==> config.mk <==
export PLATFORM = sky130hd
export DESIGN_NAME = vend_txn_ctrl
export DESIGN_NICKNAME = d
export VERILOG_FILES = /design/src/rtl/vend_txn_ctrl.sv
export SDC_FILE = /design/constraint.sdc
export NUM_CORES = 1
export LEC_CHECK = 0
export BUFFER_PORTS_ARGS = -buffer_cell sky130_fd_sc_hd__buf_2
export CELL_PAD_IN_SITES_DETAIL_PLACEMENT = 1
export CELL_PAD_IN_SITES_GLOBAL_PLACEMENT = 2
export CORE_MARGIN = 3
export CORE_UTILIZATION = 32
export DETAILED_ROUTE_END_ITERATION = 8
export PLACE_DENSITY_LB_ADDON = 0.1
export SLEW_MARGIN = 15
export SYNTH_ARGS = -nofsm -noshare
export SYNTH_HDL_FRONTEND = slang
export SYNTH_SLANG_ARGS = --single-unit
==> constraint.sdc <==
create_clock -name clk -period 4 [get_ports clk]
set_input_delay 0.8 -clock clk [delete_from_list [all_inputs] [get_ports clk]]
set_output_delay 0.8 -clock clk [all_outputs]
set_load 0.005 [all_outputs]
==> src/rtl/vend_txn_ctrl.sv <==
// Per-purchase vending transaction controller: item lookup, stock check, coin
// collection against price*qty, a single dispense pulse, then change and status.
module vend_txn_ctrl #(
    parameter int unsigned item_addr          = 10,
    parameter int unsigned no_items_addr      = 8,
    parameter int unsigned total_amount_width = 15,
    parameter int unsigned LOOKUP_LAT         = 2,
    parameter int unsigned TIMEOUT_CYC        = 1024
) (
    input  logic                          clk,
    input  logic                          rst,
    input  logic                          cfg_mode,
    input  logic                          sel_valid,
    input  logic [item_addr-1:0]          sel_id,
    input  logic [no_items_addr-1:0]      sel_qty,
    input  logic                          coin_valid,
    input  logic [no_items_addr-1:0]      coin_value,
    input  logic                          cancel,
    output logic                          coin_ready,
    output logic                          busy,
    output logic [item_addr-1:0]          item_id,
    input  logic [no_items_addr-1:0]      avail_count,
    input  logic [no_items_addr-1:0]      item_price,
    output logic                          dispense_valid,
    output logic [no_items_addr-1:0]      no_items_dispensed,
    output logic                          txn_done,
    output logic [1:0]                    txn_status,
    output logic [total_amount_width:0]   change_amount
);

    localparam int unsigned CW = total_amount_width + 1;
    localparam int unsigned LW = $clog2(LOOKUP_LAT + 2);
    localparam int unsigned TW = $clog2(TIMEOUT_CYC);

    localparam logic [1:0] StatusOk      = 2'd0;
    localparam logic [1:0] StatusSoldOut = 2'd1;
    localparam logic [1:0] StatusCancel  = 2'd2;
    localparam logic [1:0] StatusTimeout = 2'd3;

    typedef enum logic [2:0] {
        StIdle,
        StLookup,
        StCheck,
        StCollect,
        StDispense,
        StDone
    } state_e;

    state_e                   state_q, state_d;
    logic [LW-1:0]            wait_q, wait_d;
    logic [TW-1:0]            timer_q, timer_d, timer_inc;
    logic [CW-1:0]            credit_q, credit_d, credit_sat, credit_new;
    logic [CW-1:0]            total_q, total_d;
    logic [CW:0]              credit_sum;
    logic [no_items_addr-1:0] qty_q, qty_d;
    logic [no_items_addr-1:0] price_q, price_d;
    logic [no_items_addr-1:0] avail_q, avail_d;
    logic [item_addr-1:0]     item_id_q, item_id_d;
    logic                     dispense_q, dispense_d;
    logic [no_items_addr-1:0] disp_qty_q, disp_qty_d;
    logic                     done_q, done_d;
    logic [1:0]               status_q, status_d;
    logic [CW-1:0]            change_q, change_d;

    assign busy               = (state_q != StIdle);
    assign coin_ready         = (state_q == StCollect) && !cfg_mode;
    assign item_id            = item_id_q;
    assign dispense_valid     = dispense_q;
    assign no_items_dispensed = disp_qty_q;
    assign txn_done           = done_q;
    assign txn_status         = status_q;
    assign change_amount      = change_q;

    // Credit saturates at all-ones rather than wrapping.
    assign credit_sum = (CW+1)'(credit_q) + (CW+1)'(coin_value);
    assign credit_sat = credit_sum[CW] ? {CW{1'b1}} : credit_sum[CW-1:0];
    assign credit_new = coin_valid ? credit_sat : credit_q;
    assign timer_inc  = timer_q + TW'(1);

    always_comb begin
        state_d    = state_q;
        wait_d     = wait_q;
        timer_d    = timer_q;
        credit_d   = credit_q;
        total_d    = total_q;
        qty_d      = qty_q;
        price_d    = price_q;
        avail_d    = avail_q;
        item_id_d  = item_id_q;
        dispense_d = 1'b0;
        disp_qty_d = '0;
        done_d     = 1'b0;
        status_d   = status_q;
        change_d   = change_q;

        unique case (state_q)
            StIdle: begin
                if (sel_valid && !cfg_mode && (sel_qty != '0)) begin
                    item_id_d = sel_id;
                    qty_d     = sel_qty;
                    wait_d    = '0;
                    state_d   = StLookup;
                end
            end
            StLookup: begin
                if (wait_q == LW'(LOOKUP_LAT)) begin
                    avail_d = avail_count;
                    price_d = item_price;
                    state_d = StCheck;
                end else begin
                    wait_d = wait_q + LW'(1);
                end
            end
            StCheck: begin
                if (avail_q < qty_q) begin
                    status_d = StatusSoldOut;
                    change_d = '0;
                    done_d   = 1'b1;
                    state_d  = StDone;
                end else begin
                    total_d  = CW'(price_q) * CW'(qty_q);
                    credit_d = '0;
                    timer_d  = '0;
                    state_d  = StCollect;
                end
            end
            StCollect: begin
                if (cfg_mode) begin
                    // Coins are not accepted while configuration is in progress.
                    status_d = StatusCancel;
                    change_d = credit_q;
                    done_d   = 1'b1;
                    state_d  = StDone;
                end else if (cancel) begin
                    status_d = StatusCancel;
                    change_d = credit_new;
                    done_d   = 1'b1;
                    state_d  = StDone;
                end else begin
                    credit_d = credit_new;
                    timer_d  = coin_valid ? '0 : timer_inc;
                    if (!coin_valid && (timer_inc == TW'(TIMEOUT_CYC - 1))) begin
                        status_d = StatusTimeout;
                        change_d = credit_q;
                        done_d   = 1'b1;
                        state_d  = StDone;
                    end else if (credit_new >= total_q) begin
                        dispense_d = 1'b1;
                        disp_qty_d = qty_q;
                        state_d    = StDispense;
                    end
                end
            end
            StDispense: begin
                status_d = StatusOk;
                change_d = credit_q - total_q;
                done_d   = 1'b1;
                state_d  = StDone;
            end
            StDone: begin
                state_d = StIdle;
            end
            default: begin
                state_d = StIdle;
            end
        endcase
    end

    always_ff @(posedge clk) begin
        if (rst) begin
            state_q    <= StIdle;
            wait_q     <= '0;
            timer_q    <= '0;
            credit_q   <= '0;
            total_q    <= '0;
            qty_q      <= '0;
            price_q    <= '0;
            avail_q    <= '0;
            item_id_q  <= '0;
            dispense_q <= 1'b0;
            disp_qty_q <= '0;
            done_q     <= 1'b0;
            status_q   <= '0;
            change_q   <= '0;
        end else begin
            state_q    <= state_d;
            wait_q     <= wait_d;
            timer_q    <= timer_d;
            credit_q   <= credit_d;
            total_q    <= total_d;
            qty_q      <= qty_d;
            price_q    <= price_d;
            avail_q    <= avail_d;
            item_id_q  <= item_id_d;
            dispense_q <= dispense_d;
            disp_qty_q <= disp_qty_d;
            done_q     <= done_d;
            status_q   <= status_d;
            change_q   <= change_d;
        end
    end

endmodule

==> flow_summary.ini <==
[logic_synthesis]
synthXorXnorAreaFrac_pct = 3.32
synthSimpleGateAreaFrac_pct = 23.4
synth-seq-cells = 109
synth_largest_area_cell = dfxtp_1
synth_area_leaders = dfxtp_1 26%, ha_1 13%, fa_1 9.0%
synth_cells = 1095
synthArstFlopShare_pct = 0
synth-compound-area-share_pct = 17.8
ys.flop_type = dfxtp_1
synthAdderAreaFrac_pct = 21.6
yosys_warnings = 0
synth-edff-count = 0
syn_avg_cell_area_um2 = 7.71
synth.area.mux_share_pct = 0.875
synth_top_area_share_pct = 25.9
synth_top_family_by_area = simple AND/OR/NAND/NOR gates
ys_types = 61
syn_area_um2 = 8440
ys_seq_area_share_pct = 25.9
syn_nets = 1266

[floorplan]
floorplan.initialDensity_pct = 33.0
io_pins = 88
fp.dieH_um = 168
dieArea_um2 = 28400
rows = 58
die_w_um = 168
core_um2 = 25500

[global_route]
grt_pass1_wl_um = 42200
grt_max_degree = 44
overflow = 0
grt_usage_pct = 18.3
antenna_found_initial = 0
grt_pass1_vias = 8094

[power_and_ir_drop]
power_density_nw_per_um2 = 216
power_w = 0.00223
peakVddDrop_v = 0.000219
cellLeakagePower_nw = 4.42

[routing]
routed_via_density = 4.99
firstDrtPassIters = 4
wl_per_cell_um = 16.6
drt_iter0_markers = 260
drc = 0
drtAntennaViolNets = 0
dr_total_vias = 7813
drt-total-wl_um = 25900

[timing]
rsz0062_at_grt = yes
setup_viol = 0
drv_slew = 0
timing.final.crit_share_pct = 98.9
max_slew_margin_pct = 27.2
setup_ws_ns = 0.0448
fmax_mhz = 253
tightest_slew_ns = 1.09
final-hold-violation-count = 0
clock_skew_ns = 0.0108
min_period_ns = 3.96

[clocking]
insertion_delay_ns = 0.37
cts_tree = yes
cts_max_path_buffers = 2
path_clk_slew_ns = 0.08
clock_sinks = 109
ctsHoldBuffers = 0
cts_inserted_buffers = 9
h-tree-depth = 3
cts-root-buf = clkbuf_16

[final_layout]
final_cell_mix = 188 x nand2_1, 112 x a21oi_1, 96 x dfxtp_1, 93 x buf_4, 87 x inv_1
drive_gt1_share_pct = 22.3
areaGrowthSynthToFinish_pct = 22.6
layout_commonest_cell = nand2_1
layout.cells.non_filler = 1565
num_antenna_cells = 0
layout.nets = 1401

[place]
io_buffers = 87
dp.final_hpwl_um = 20600
globalplace.congestion = 0.786
place_ws_ns = -0.403
dp.cells = 1545

[critical_path]
path_class = reg -> reg
cp.arrival_ns = 4.20
startpoint_type = flop
path_max_fanout = 5
endpoint_kind = flop
crit_required_ns = 4.24

[outcome]
status = finished clean

[flow_run]
timing.max_cap.violations = 0

[worst_hold_path]
hp-class = reg -> reg
==> layer usage <==
layer / track usage [%] / vias to the layer above / share of wire [%]
met4: 3.59 / 0 / 1.2
li1: - / 3981 / -
met5: 0 / - / 0
met1: 23.6 / 3748 / 47
met3: 2.11 / 14 / 1.9
met2: 33.0 / 70 / 50
==> area by class of cell <==
class	count	area, µm²
Clock inverter	7	73.8
Fill cell	3162	15200
Multi-Input combinational cell	835	5880
Sequential cell	109	2220
Inverter	92	345
Timing Repair Buffer	183	1180
Tap cell	330	413
Clock buffer	9	225
==> power breakdown <==
| part | internal [W] | switching (W) | leakage (nW) |
|---|---|---|---|
| sequential | 0.00109 | 0.0000137 | 0.889 |
| combinational | 0.0000755 | 0.000112 | 3.38 |
| clock | 0.000446 | 0.000493 | 0.147 |
==> registers in the layout, indices dropped and copies added (netlist names) <==
signal / flops
avail_q: 8
change_amount: 16
credit_q: 16
dispense_valid: 1
item_id: 10
no_items_dispensed: 8
price_q: 8
qty_q: 8
state_q: 3
timer_q: 10
total_q: 16
txn_done: 1
txn_status: 2
wait_q: 2
==> repair_timing <==
item | 4_1_cts | 5_1_grt
pin swaps | 27 | 36
setup endpoints to repair | 8 | 10
setup buffers | 2 | 2
gates resized for setup | 37 | 26
==> cell families (layout without fill, tap and decap cells) <==
kind of cell / Yosys count / count (layout)
AO/OA/AOI/OAI: 243 / 243
XOR/XNOR: 32 / 32
adder cells (fa/ha/maj): 123 / 123
buffers and inverters: 151 / 291
flip-flops: 109 / 109
multiplexers: 7 / 7
AND/OR/NAND/NOR: 430 / 430
==> cell usage after synthesis (23+ instances only) <==
| library cell | count |
|---|---|
| xnor2_1 | 23 |
| and2_1 | 31 |
| nor3_1 | 24 |
| a21oi_1 | 118 |
| ha_1 | 85 |
| inv_1 | 92 |
| nand2_1 | 189 |
| clkbuf_1 | 46 |
| o21ai_0 | 40 |
| nand3_1 | 39 |
| dfxtp_1 | 109 |
| nor2_1 | 75 |
| fa_1 | 38 |
==> metrics by stage <==
stage          util [%]  hold WS (ns)  cell area [µm²]  setup TNS (ns)
3_5_place_dp       38.3         0.447             9790           -4.42
6_report           40.5         0.456            10300               0
4_1_cts            40.1         0.460            10200         -0.0526
5_1_grt            40.5         0.477            10300          -0.386
3_3_place_gp       38.3         0.440             9790           -3.51
2_1_floorplan         -         0.432             8510               0
==> critical path: stages (launching register included) <==
cell	delay, ns
dfxtp_4	0.38
and2_4	0.17
fa_1	0.53
inv_1	0.05
fa_1	0.49
fa_1	0.43
fa_1	0.50
inv_2	0.04
ha_4	0.21
or2_4	0.25
a21oi_2	0.15
a21oi_2	0.06
a21oi_1	0.15
a21oi_1	0.09
xnor2_1	0.23
a211oi_2	0.10
==> final timing paths <==
check	endpoint	slack, ns	cells after the start	startpoint
setup / recovery	total_q[15]	0.04	15	qty_q[6]
hold / removal	total_q[7]	0.46	2	total_q[7]
setup reg to reg	total_q[15]	0.04	15	qty_q[6]
hold reg to reg	total_q[7]	0.46	2	total_q[7]
(Power assumes the default switching activity.)
